--- src/rtl/fp_convert_arbiter_if.sv ---
// ---------------------------------------------------------------------------
// fp_convert_arbiter_if
//   Request and result bundle of the FP16 -> FP32 converter arbiter.
//
//   req_valid_in   per-requester request valid
//   req_data_in    per-requester FP16_5 vectors (LENGTH lanes x 16 bits)
//   req_ready_out  one-hot grant / accept back to the requesters
//   res_valid_out  result buffer full
//   res_id_out     requester id of the buffered result
//   res_data_out   buffered FP32_8 vector (LENGTH lanes x 32 bits)
//   res_ready_in   consumer accepts the buffered result
//
//   slave  : arbiter side
//   master : requester / consumer side
// ---------------------------------------------------------------------------
interface fp_convert_arbiter_if #(
  parameter int NUM_REQ = 4,
  parameter int LENGTH  = 8,
  parameter int IDW     = $clog2(NUM_REQ)
);
  logic [NUM_REQ-1:0]                  req_valid_in;
  logic [NUM_REQ-1:0][LENGTH-1:0][15:0] req_data_in;
  logic [NUM_REQ-1:0]                  req_ready_out;
  logic                                res_valid_out;
  logic [IDW-1:0]                      res_id_out;
  logic [LENGTH-1:0][31:0]             res_data_out;
  logic                                res_ready_in;

  modport slave (
    input  req_valid_in, req_data_in, res_ready_in,
    output req_ready_out, res_valid_out, res_id_out, res_data_out
  );

  modport master (
    output req_valid_in, req_data_in, res_ready_in,
    input  req_ready_out, res_valid_out, res_id_out, res_data_out
  );
endinterface

--- src/rtl/fp_convert_arbiter.sv ---
// ---------------------------------------------------------------------------
// fp_convert_arbiter
//   Round-robin arbiter and sequencer sharing one FP16_5 -> FP32_8 vector
//   converter among NUM_REQ requesters. One request vector is accepted at a
//   time, held on the converter input for CONV_LAT cycles, and the converter
//   output is captured into a one-entry result buffer tagged with the id of
//   the requester. Lane data passes through bit-exactly.
//
//   clk             rising-edge clock
//   reset           asynchronous, active-low reset
//   bus             request / result handshakes (fp_convert_arbiter_if.slave)
//   conv_data_out   operand to the converter data_in
//   conv_data_in    converter data_out
//   busy_out        high whenever a transaction is in flight or buffered
//   done_count_out  number of results popped (wraps)
//   debugen_in      enables a per-capture trace line in simulation
// ---------------------------------------------------------------------------
module fp_convert_arbiter #(
  parameter int NUM_REQ  = 4,
  parameter int LENGTH   = 8,
  parameter int CONV_LAT = 0,
  parameter int IDW      = $clog2(NUM_REQ)
) (
  input  logic                    clk,
  input  logic                    reset,
  fp_convert_arbiter_if.slave     bus,
  output logic [LENGTH-1:0][15:0] conv_data_out,
  input  logic [LENGTH-1:0][31:0] conv_data_in,
  output logic                    busy_out,
  output logic [31:0]             done_count_out,
  input  logic                    debugen_in
);

  typedef enum logic [1:0] {IDLE, CONV, FULL} state_t;

  state_t                  state;
  state_t                  state_nxt;
  logic [IDW-1:0]          last_grant;
  logic [IDW-1:0]          id_reg;
  logic [IDW-1:0]          gnt_idx;
  logic [IDW-1:0]          cand;
  logic [NUM_REQ-1:0]      gnt_onehot;
  logic                    gnt_found;
  logic [LENGTH-1:0][15:0] op_reg;
  logic [7:0]              cnt;
  logic                    res_valid;
  logic [IDW-1:0]          res_id;
  logic [LENGTH-1:0][31:0] res_data;
  logic [31:0]             done_cnt;
  logic                    capture;
  logic                    pop;

  // Rotating priority scan starting just after the last granted requester.
  // The grant is offered only while idle and out of reset, so a requester
  // that drops valid before being served keeps its place in the rotation.
  always_comb begin
    gnt_onehot = '0;
    gnt_idx    = '0;
    gnt_found  = 1'b0;
    cand       = '0;
    for (int k = 1; k <= NUM_REQ; k++) begin
      cand = IDW'((int'(last_grant) + k) % NUM_REQ);
      if (!gnt_found && bus.req_valid_in[cand]) begin
        gnt_found        = 1'b1;
        gnt_idx          = cand;
        gnt_onehot[cand] = 1'b1;
      end
    end
    if (state != IDLE || !reset) begin
      gnt_onehot = '0;
      gnt_found  = 1'b0;
    end
  end

  always_ff @(posedge clk or negedge reset) begin
    if (!reset) begin
      state <= IDLE;
    end else begin
      state <= state_nxt;
    end
  end

  always_comb begin
    state_nxt = state;
    capture   = 1'b0;
    pop       = 1'b0;
    unique case (state)
      IDLE: begin
        if (gnt_found) begin
          state_nxt = CONV;
        end
      end
      CONV: begin
        if (cnt == 8'd0) begin
          capture   = 1'b1;
          state_nxt = FULL;
        end
      end
      FULL: begin
        if (bus.res_ready_in) begin
          pop       = 1'b1;
          state_nxt = IDLE;
        end
      end
      default: state_nxt = IDLE;
    endcase
  end

  // Accept: latch the granted operand; it stays on the converter input
  // until the next accept, which covers a registered converter's latency.
  always_ff @(posedge clk or negedge reset) begin
    if (!reset) begin
      last_grant <= IDW'(NUM_REQ - 1);
      op_reg     <= '0;
      id_reg     <= '0;
      cnt        <= '0;
    end else begin
      if (gnt_found) begin
        op_reg     <= bus.req_data_in[gnt_idx];
        id_reg     <= gnt_idx;
        last_grant <= gnt_idx;
        cnt        <= 8'(CONV_LAT);
      end else if (state == CONV && cnt != 8'd0) begin
        cnt <= cnt - 8'd1;
      end
    end
  end

  // Capture / pop: one-entry result buffer and completion counter.
  always_ff @(posedge clk or negedge reset) begin
    if (!reset) begin
      res_valid <= 1'b0;
      res_id    <= '0;
      res_data  <= '0;
      done_cnt  <= '0;
    end else begin
      if (capture) begin
        res_valid <= 1'b1;
        res_id    <= id_reg;
        res_data  <= conv_data_in;
      end else if (pop) begin
        res_valid <= 1'b0;
        done_cnt  <= done_cnt + 32'd1;
      end
    end
  end

  assign bus.req_ready_out = gnt_onehot;
  assign bus.res_valid_out = res_valid;
  assign bus.res_id_out    = res_id;
  assign bus.res_data_out  = res_data;
  assign conv_data_out     = op_reg;
  assign busy_out          = (state != IDLE);
  assign done_count_out    = done_cnt;

`ifndef SYNTHESIS
  // Simulation-only trace of each captured conversion.
  always @(posedge clk) begin
    if (reset && capture && debugen_in) begin
      $write("fp_convert_arbiter: id=%0d op=%h res=%h\n", id_reg, op_reg, conv_data_in);
    end
  end
`endif

endmodule

--- src/flat_wrapper.sv ---
// flat-port wrapper written by rule: the top's interface ports become plain ports
module fp_convert_arbiter_flat 
#(
  parameter int NUM_REQ  = 4,
  parameter int LENGTH   = 8,
  parameter int CONV_LAT = 0,
  parameter int IDW      = $clog2(NUM_REQ)
)
  (clk, reset, conv_data_out, conv_data_in, busy_out, done_count_out, debugen_in, bus_req_valid_in, bus_req_data_in, bus_res_ready_in, bus_req_ready_out, bus_res_valid_out, bus_res_id_out, bus_res_data_out);
  fp_convert_arbiter_if #(.NUM_REQ(NUM_REQ), .LENGTH(LENGTH), .IDW(IDW)) bus_i ();
  input  logic clk;
  input  logic reset;
  output logic [LENGTH-1:0][15:0] conv_data_out;
  input  logic [LENGTH-1:0][31:0] conv_data_in;
  output logic busy_out;
  output logic [31:0] done_count_out;
  input  logic debugen_in;
  input wire logic [$bits(bus_i.req_valid_in)-1:0] bus_req_valid_in;
  input wire logic [$bits(bus_i.req_data_in)-1:0] bus_req_data_in;
  input wire logic [$bits(bus_i.res_ready_in)-1:0] bus_res_ready_in;
  output wire logic [$bits(bus_i.req_ready_out)-1:0] bus_req_ready_out;
  output wire logic [$bits(bus_i.res_valid_out)-1:0] bus_res_valid_out;
  output wire logic [$bits(bus_i.res_id_out)-1:0] bus_res_id_out;
  output wire logic [$bits(bus_i.res_data_out)-1:0] bus_res_data_out;
  assign bus_i.req_valid_in = bus_req_valid_in;
  assign bus_i.req_data_in = bus_req_data_in;
  assign bus_i.res_ready_in = bus_res_ready_in;
  assign bus_req_ready_out = bus_i.req_ready_out;
  assign bus_res_valid_out = bus_i.res_valid_out;
  assign bus_res_id_out = bus_i.res_id_out;
  assign bus_res_data_out = bus_i.res_data_out;
  fp_convert_arbiter #(.NUM_REQ(NUM_REQ), .LENGTH(LENGTH), .CONV_LAT(CONV_LAT), .IDW(IDW)) u_core (.clk(clk), .reset(reset), .bus(bus_i), .conv_data_out(conv_data_out), .conv_data_in(conv_data_in), .busy_out(busy_out), .done_count_out(done_count_out), .debugen_in(debugen_in));
endmodule
--- config.mk ---
export PLATFORM = sky130hd
export DESIGN_NAME = fp_convert_arbiter_flat
export DESIGN_NICKNAME = d
export VERILOG_FILES = /design/src/rtl/fp_convert_arbiter_if.sv /design/src/rtl/fp_convert_arbiter.sv /design/src/flat_wrapper.sv
export SDC_FILE = /design/constraint.sdc
export NUM_CORES = 1
export LEC_CHECK = 0
export ABC_AREA = 1
export BUFFER_PORTS_ARGS = -buffer_cell sky130_fd_sc_hd__buf_2
export CAP_MARGIN = 20
export CORE_AREA = 2 2 462 464
export DETAILED_ROUTE_END_ITERATION = 10
export DIE_AREA = 0 0 464 466
export PLACE_DENSITY_LB_ADDON = 0.08
export SKIP_LAST_GASP = 1
export SLEW_MARGIN = 20
export SYNTH_ARGS = -nofsm -noshare
export SYNTH_HDL_FRONTEND = slang
export SYNTH_SLANG_ARGS = --single-unit
--- constraint.sdc ---
create_clock -name clk -period 7.7 [get_ports clk]
set_clock_uncertainty 0.1 [all_clocks]
set_input_delay 1.54 -clock clk [delete_from_list [all_inputs] [get_ports clk]]
set_output_delay 1.54 -clock clk [all_outputs]
set_load 0.02 [all_outputs]
# Word level (Yosys, flattened, before mapping)
# Index checks and enable logic that the tools add are counted.
op_classes:
  n_reduce_logical: 21
  bitwise_logic: 4
  n_addsub: 6
  muxes: 44
  eq_ne: 5
  order_cmp: 9
ops:
  columns: ["cell", "n"]
  rows:
  - ["128-bit binary-select mux with 2-bit select", 1]
  - ["128-bit two-way mux", 1]
  - ["32-bit by 1-bit adder with 32-bit output (second input constant)", 1]
  - ["4-bit two-way mux", 5]
  - ["1-bit two-way mux", 19]
  - ["8-bit two-way mux", 2]
  - ["2-bit by 3-bit less-than comparator with 1-bit output (second input constant)", 5]
  - ["2-bit two-way mux", 7]
  - ["4-bit OR", 3]
  - ["1-bit binary-select mux with 2-bit select", 4]
  - ["1-bit demux with 2-bit select", 4]
  - ["2-bit by 1-bit >= comparator with 1-bit output (second input constant)", 4]
  - ["1-bit logical AND", 8]
  - ["8-bit logical NOT", 1]
  - ["8-bit nonzero test", 1]
  - ["8-bit by 1-bit subtractor with 8-bit output (second input constant)", 1]
  - ["2-bit one-hot mux with 3 select lines", 1]
  - ["2-bit nonzero test", 3]
  - ["2-bit by 1-bit adder with 2-bit output (second input constant)", 2]
  - ["2-bit adder (second input constant)", 2]
  - ["1-bit logical NOT", 4]
  - ["2-bit by 1-bit != test with 1-bit output (second input constant)", 2]
  - ["3-bit AND reduction", 1]
  - ["2-bit by 1-bit == test with 1-bit output (second input constant)", 1]
  - ["other kinds (6)", 6]
totals:
  reg_bits: 433
  elab_cells: 112
  output_inout_bits: 424
  in_bits: 776

# Depth between registers and ports, before layout
logic_depth:
  word_depth: 16
  mapped_depth: 16
  ltp_nobuf: 14

# Worst setup path after synthesis
# OpenSTA, ideal clock, no wires.
synth_timing:
  kind: "in2out"
  start: "in bus_req_valid_in[2]"
  end: "out bus_req_ready_out[1]"
  setup_slack_ns: 3.563
  required_time_ns: 6.060
  arrival_ns: 2.497
  path_buffers: 0
  stages: 9
  cell_sequence: "inv_1 > nand2_1 > nand3_2 > nand2_4 > nor2_8 > nand4_1 > o21ai_0 > nand2_1 > inv_1"
synth_between:
  elab_chain_len: 13
  word_cells_on_any_way: 25
  cone_classes: "16 x mux; 3 x bitwise; 6 x reduce/logical"
synth_lines:
  columns: ["item", "line", "source"]
  rows:
  - ["start, declared", "flat_wrapper.sv:18", "input wire logic [$bits(bus_i.req_valid_in)-1:0] bus_req_valid_in;"]
  - ["1-bit binary-select mux with 2-bit select", "fp_convert_arbiter.sv:63", "if (!gnt_found && bus.req_valid_in[cand]) begin"]
  - ["1-bit two-way mux (not written as such)", "fp_convert_arbiter.sv:63", null]
  - ["1-bit two-way mux", "fp_convert_arbiter.sv:63", null]
  - ["1-bit logical NOT", "fp_convert_arbiter.sv:63", null]
  - ["1-bit logical AND", "fp_convert_arbiter.sv:63", null]
  - ["1-bit two-way mux", "fp_convert_arbiter.sv:63", null]
  - ["1-bit logical NOT", "fp_convert_arbiter.sv:63", null]
  - ["1-bit logical AND", "fp_convert_arbiter.sv:63", null]
  - ["1-bit two-way mux", "fp_convert_arbiter.sv:63", null]
  - ["1-bit logical NOT", "fp_convert_arbiter.sv:63", null]
  - ["1-bit logical AND", "fp_convert_arbiter.sv:63", null]
  - ["4-bit two-way mux (*)", "fp_convert_arbiter.sv:63", null]
  - ["4-bit two-way mux (*)", "fp_convert_arbiter.sv:69", "if (state != IDLE || !reset) begin"]
  - ["end, declared", "flat_wrapper.sv:21", "output wire logic [$bits(bus_i.req_ready_out)-1:0] bus_req_ready_out;"]
# Every way passes the cells marked *; elsewhere a longest branch is shown, timed or not. The select of a mux whose other input is x is not followed.

# Worst setup path in the final report
layout_timing:
  start: "reg u_core.last_grant[0]"
  end: "out bus_req_ready_out[1]"
layout_between:
  elab_chain_len: 14
  word_cells_on_any_way: 49
  cone_classes: "4 x add/sub; 8 x order compare; 24 x mux; 3 x bitwise; 10 x reduce/logical"
layout_lines:
  columns: ["item", "line", "source"]
  rows:
  - ["start, declared", "fp_convert_arbiter.sv:38", "logic [IDW-1:0] last_grant;"]
  - ["start signal, assigned", "fp_convert_arbiter.sv:113", "last_grant <= IDW'(NUM_REQ - 1);"]
  - ["start signal, assigned", "fp_convert_arbiter.sv:121", "last_grant <= gnt_idx;"]
  - ["branches (longest 12 deep; another with 2-bit by 3-bit less-than comparator with 1-bit output)", null, null]
  - ["4-bit two-way mux (*)", "fp_convert_arbiter.sv:63", null]
  - ["4-bit two-way mux (*)", "fp_convert_arbiter.sv:69", null]
# Every way passes the cells marked *. The select of a mux whose other input is x is not followed.

==> results.json <==
{
  "synth_nets": 3514,
  "crit_cells": 11,
  "path_cells": "inv_2 > ha_1 > inv_1 > nand2_2 > nand2_4 > nor2_8 > nand4_1 > o21ai_0 > nand2_1 > inv_1 > buf_2",
  "n_fill_cell": 24288,
  "timing.final.ws_setup_ps": 2540,
  "start_util": 0.109,
  "worst_ep_arrival_time_ps": 3520,
  "setup_viol": 0,
  "crit_type": "flip-flop to output port",
  "whs_endpoint": "u_core.state[1]$_DFFE_PN0P_",
  "regArea_um2": 10800,
  "synth_seq_cells": 433,
  "firstDrtPassIters": 4,
  "p_per_area_nw_per_um2": 529,
  "grt_usage": 0.133,
  "yosysSeqAreaShare": 0.471,
  "ant_nets": 0,
  "cp_num_buf_inv": 4,
  "die_x_um": 464,
  "post_cts_buffers": 0,
  "rr_endpoint": "u_core.conv_data_out[82]$_DFFE_PN0N_",
  "hold_path.class": "flip-flop to flip-flop",
  "cp-end-kind": "output port",
  "postCtsResizedCells": 0,
  "cp_max_fo": 11,
  "synth_edf_count": 0,
  "hold_start": "u_core.state[0]$_DFFE_PN0P_",
  "worst_setup_path_start_kind": "flip-flop",
  "tightest_slew_ps": 1210,
  "timing.fmax_mhz": 194,
  "path_clk_slew_ps": 60,
  "gr-total-overflow": 0,
  "synthFlopType": "dfrtp_1",
  "gp_congestion": 0.790,
  "syn_inst": 2727,
  "cts_tree": "done",
  "hold_depth": 1,
  "reg2reg_depth": 14,
  "area_delta_synth_final_pct": 50.3,
  "dr.first_iter.drc_count": 956,
  "path_delay_family": "flip-flops",
  "cellLeakagePower_uw": 0.0182,
  "cts_made_buffers": 71,
  "ys_types": 38,
  "port-buffer-count": 1198,
  "rows": 169,
  "critPathMostFrequentCell": "inv_1",
  "holdBufCountCts": 0,
  "h-tree-depth": 3,
  "status": "complete, no violations",
  "coreArea_um2": 211000,
  "synth_top_area_cell": "dfrtp_1",
  "yosys.area.top_type_share": 0.469,
  "num_io_pins": 1200,
  "r2r-start": "u_core.last_grant[0]$_DFFE_PN1N_",
  "antenna_found_initial": 114,
  "worstPathRequired_ps": 6060,
  "die_y_um": 466,
  "wl_per_cell_um": 21.9,
  "clock_path_buffers": 3,
  "slew_headroom": 0.193,
  "yosysWarnings": 0,
  "vias": 23115,
  "synth.avg_cell_area_um2": 8.44,
  "hold_viol_final": 0,
  "grt_pass1_wl_um": 202000,
  "synthArstFlopShare": 1.00,
  "cp_slowest_stage_delay_ps": 740,
  "fin_setup_tns_ps": 0,
  "drv_cap": 0,
  "synthTopCellsByArea": "dfrtp_1, mux2_2, nand2_1",
  "r2r_slack_ps": 2760,
  "insertion_delay_ps": 670,
  "ctsRootBufferMaster": "clkbuf_16",
  "first_global_vias": 24300,
  "largest_reg_flops": 256,
  "vdd_ir_drop_max_uv": 396,
  "syn_area_um2": 23000,
  "multiInputGateArea_um2": 9780,
  "via_per_inst": 3.42,
  "die-area_um2": 216000,
  "period_share": 0.670,
  "drc": 0,
  "drv_slew": 0,
  "slowest_stage": "dfstp_2",
  "nets": 4649,
  "finalWirelength_um": 148000,
  "layout-drive-gt1-share": 0.422,
  "grt_max_degree": 148,
  "cts_num_sinks": 433,
  "rsz0062_at_grt": "no",
  "hpwl_um": 116000,
  "place_ws_ps": 2390,
  "period_needed_ps": 5160
}
## Yosys cell counts, types with 2 or more instances
cell      number
xor2_1        23
nor4_1         2
mux2_2       256
nor2_1        35
dfrtp_1      431
nor3_1        12
inv_1        453
xnor2_1       10
nand3_1      334
or2_2         40
buf_4         18
ha_1          11
nand2_1      678
or2_0         30
buf_2         59
clkbuf_1      81
or2_1         42
dfstp_2        2
nand4_1      157
buf_1          7
o21ai_1        3
o21ai_0       13
a22oi_1        3
nand2_2        5
inv_2          2
o31ai_1        2
nand3_2        3
a21oi_1        5
## per-layer routing
layer / track usage / share of wire / vias up
li1: - / - / 10976
met1: 0.156 / 0.41 / 10941
met2: 0.224 / 0.48 / 874
met3: 0.0545 / 0.091 / 244
met4: 0.0289 / 0.020 / 80
met5: 0 / 0.0034 / -
## cell usage in the layout (no fill, tap or decap), drive strengths merged
cell type	count
o22ai	1
or2	112
nand4	157
bufinv	3
a21boi	1
nor2	37
xor2	23
clkinv	15
nor3	12
nor3b	1
clkbuf	103
nand2	684
dfrtp	431
inv	457
clkinvlp	2
dfstp	2
diode	29
a22oi	3
buf	1228
xnor2	10
mux2	256
nand3	337
and3	1
a21oi	5
a31oi	1
ha	11
o21ai	17
nor4	2
o31ai	2
## stage by stage
| step | util | area, µm² | cells | hold WS, ps | total power [µW] |
|---|---|---|---|---|---|
| final | 0.164 | 34600 | 6764 | 354 | 18300 |
| after floorplan | - | 23000 | 2727 | 329 | 10800 |
| after CTS | 0.163 | 34500 | 6735 | 358 | 19000 |
| after global placement | 0.152 | 32200 | 6610 | 339 | 15600 |
| after detailed placement | 0.152 | 32200 | 6610 | 350 | 15500 |
| after global routing | 0.163 | 34500 | 6741 | 382 | 19900 |
## layout make-up
| cell class | count | area share |
|---|---|---|
| flip-flops and latches | 433 | 0.313 |
| well taps | 2821 | 0.102 |
| repair buffers | 1228 | 0.183 |
| inverters | 455 | 0.0494 |
| clock buffers | 103 | 0.0589 |
| multi-input cells | 1673 | 0.283 |
| clock inverters | 22 | 0.00857 |
| diodes | 29 | 0.00210 |
## worst max-delay path by stage
stage | start | endpoint
after CTS | u_core.last_grant[0]$_DFFE_PN1N_ | bus_req_ready_out[1]
after floorplan | bus_req_valid_in[2] | bus_req_ready_out[1]
after global placement | bus_req_valid_in[2] | u_core.conv_data_out[45]$_DFFE_PN0N_
after global routing | u_core.last_grant[0]$_DFFE_PN1N_ | bus_req_ready_out[1]
after detailed placement | bus_req_valid_in[2] | u_core.conv_data_out[45]$_DFFE_PN0N_
final | u_core.last_grant[0]$_DFFE_PN1N_ | bus_req_ready_out[1]
## power by group
group	total, µW	switching, µW	internal, µW
registers	4000	619	3380
logic	11000	7610	3400
clock network	3290	1340	1950
total	18300	9570	8730
## cells by family (layout without fill, tap and decap cells)
group / after synthesis / after routing / share of synthesized area
buf+inv: 621 / 1808 / 0.107
mux: 256 / 256 / 0.125
compound gates: 30 / 30 / 0.00745
fa+ha+maj: 11 / 11 / 0.00598
xor+xnor: 33 / 33 / 0.0126
flops: 433 / 433 / 0.471
other cells: 0 / 29 / 0
simple gates: 1343 / 1343 / 0.270
Note: power is estimated with default switching activity, not from simulation.
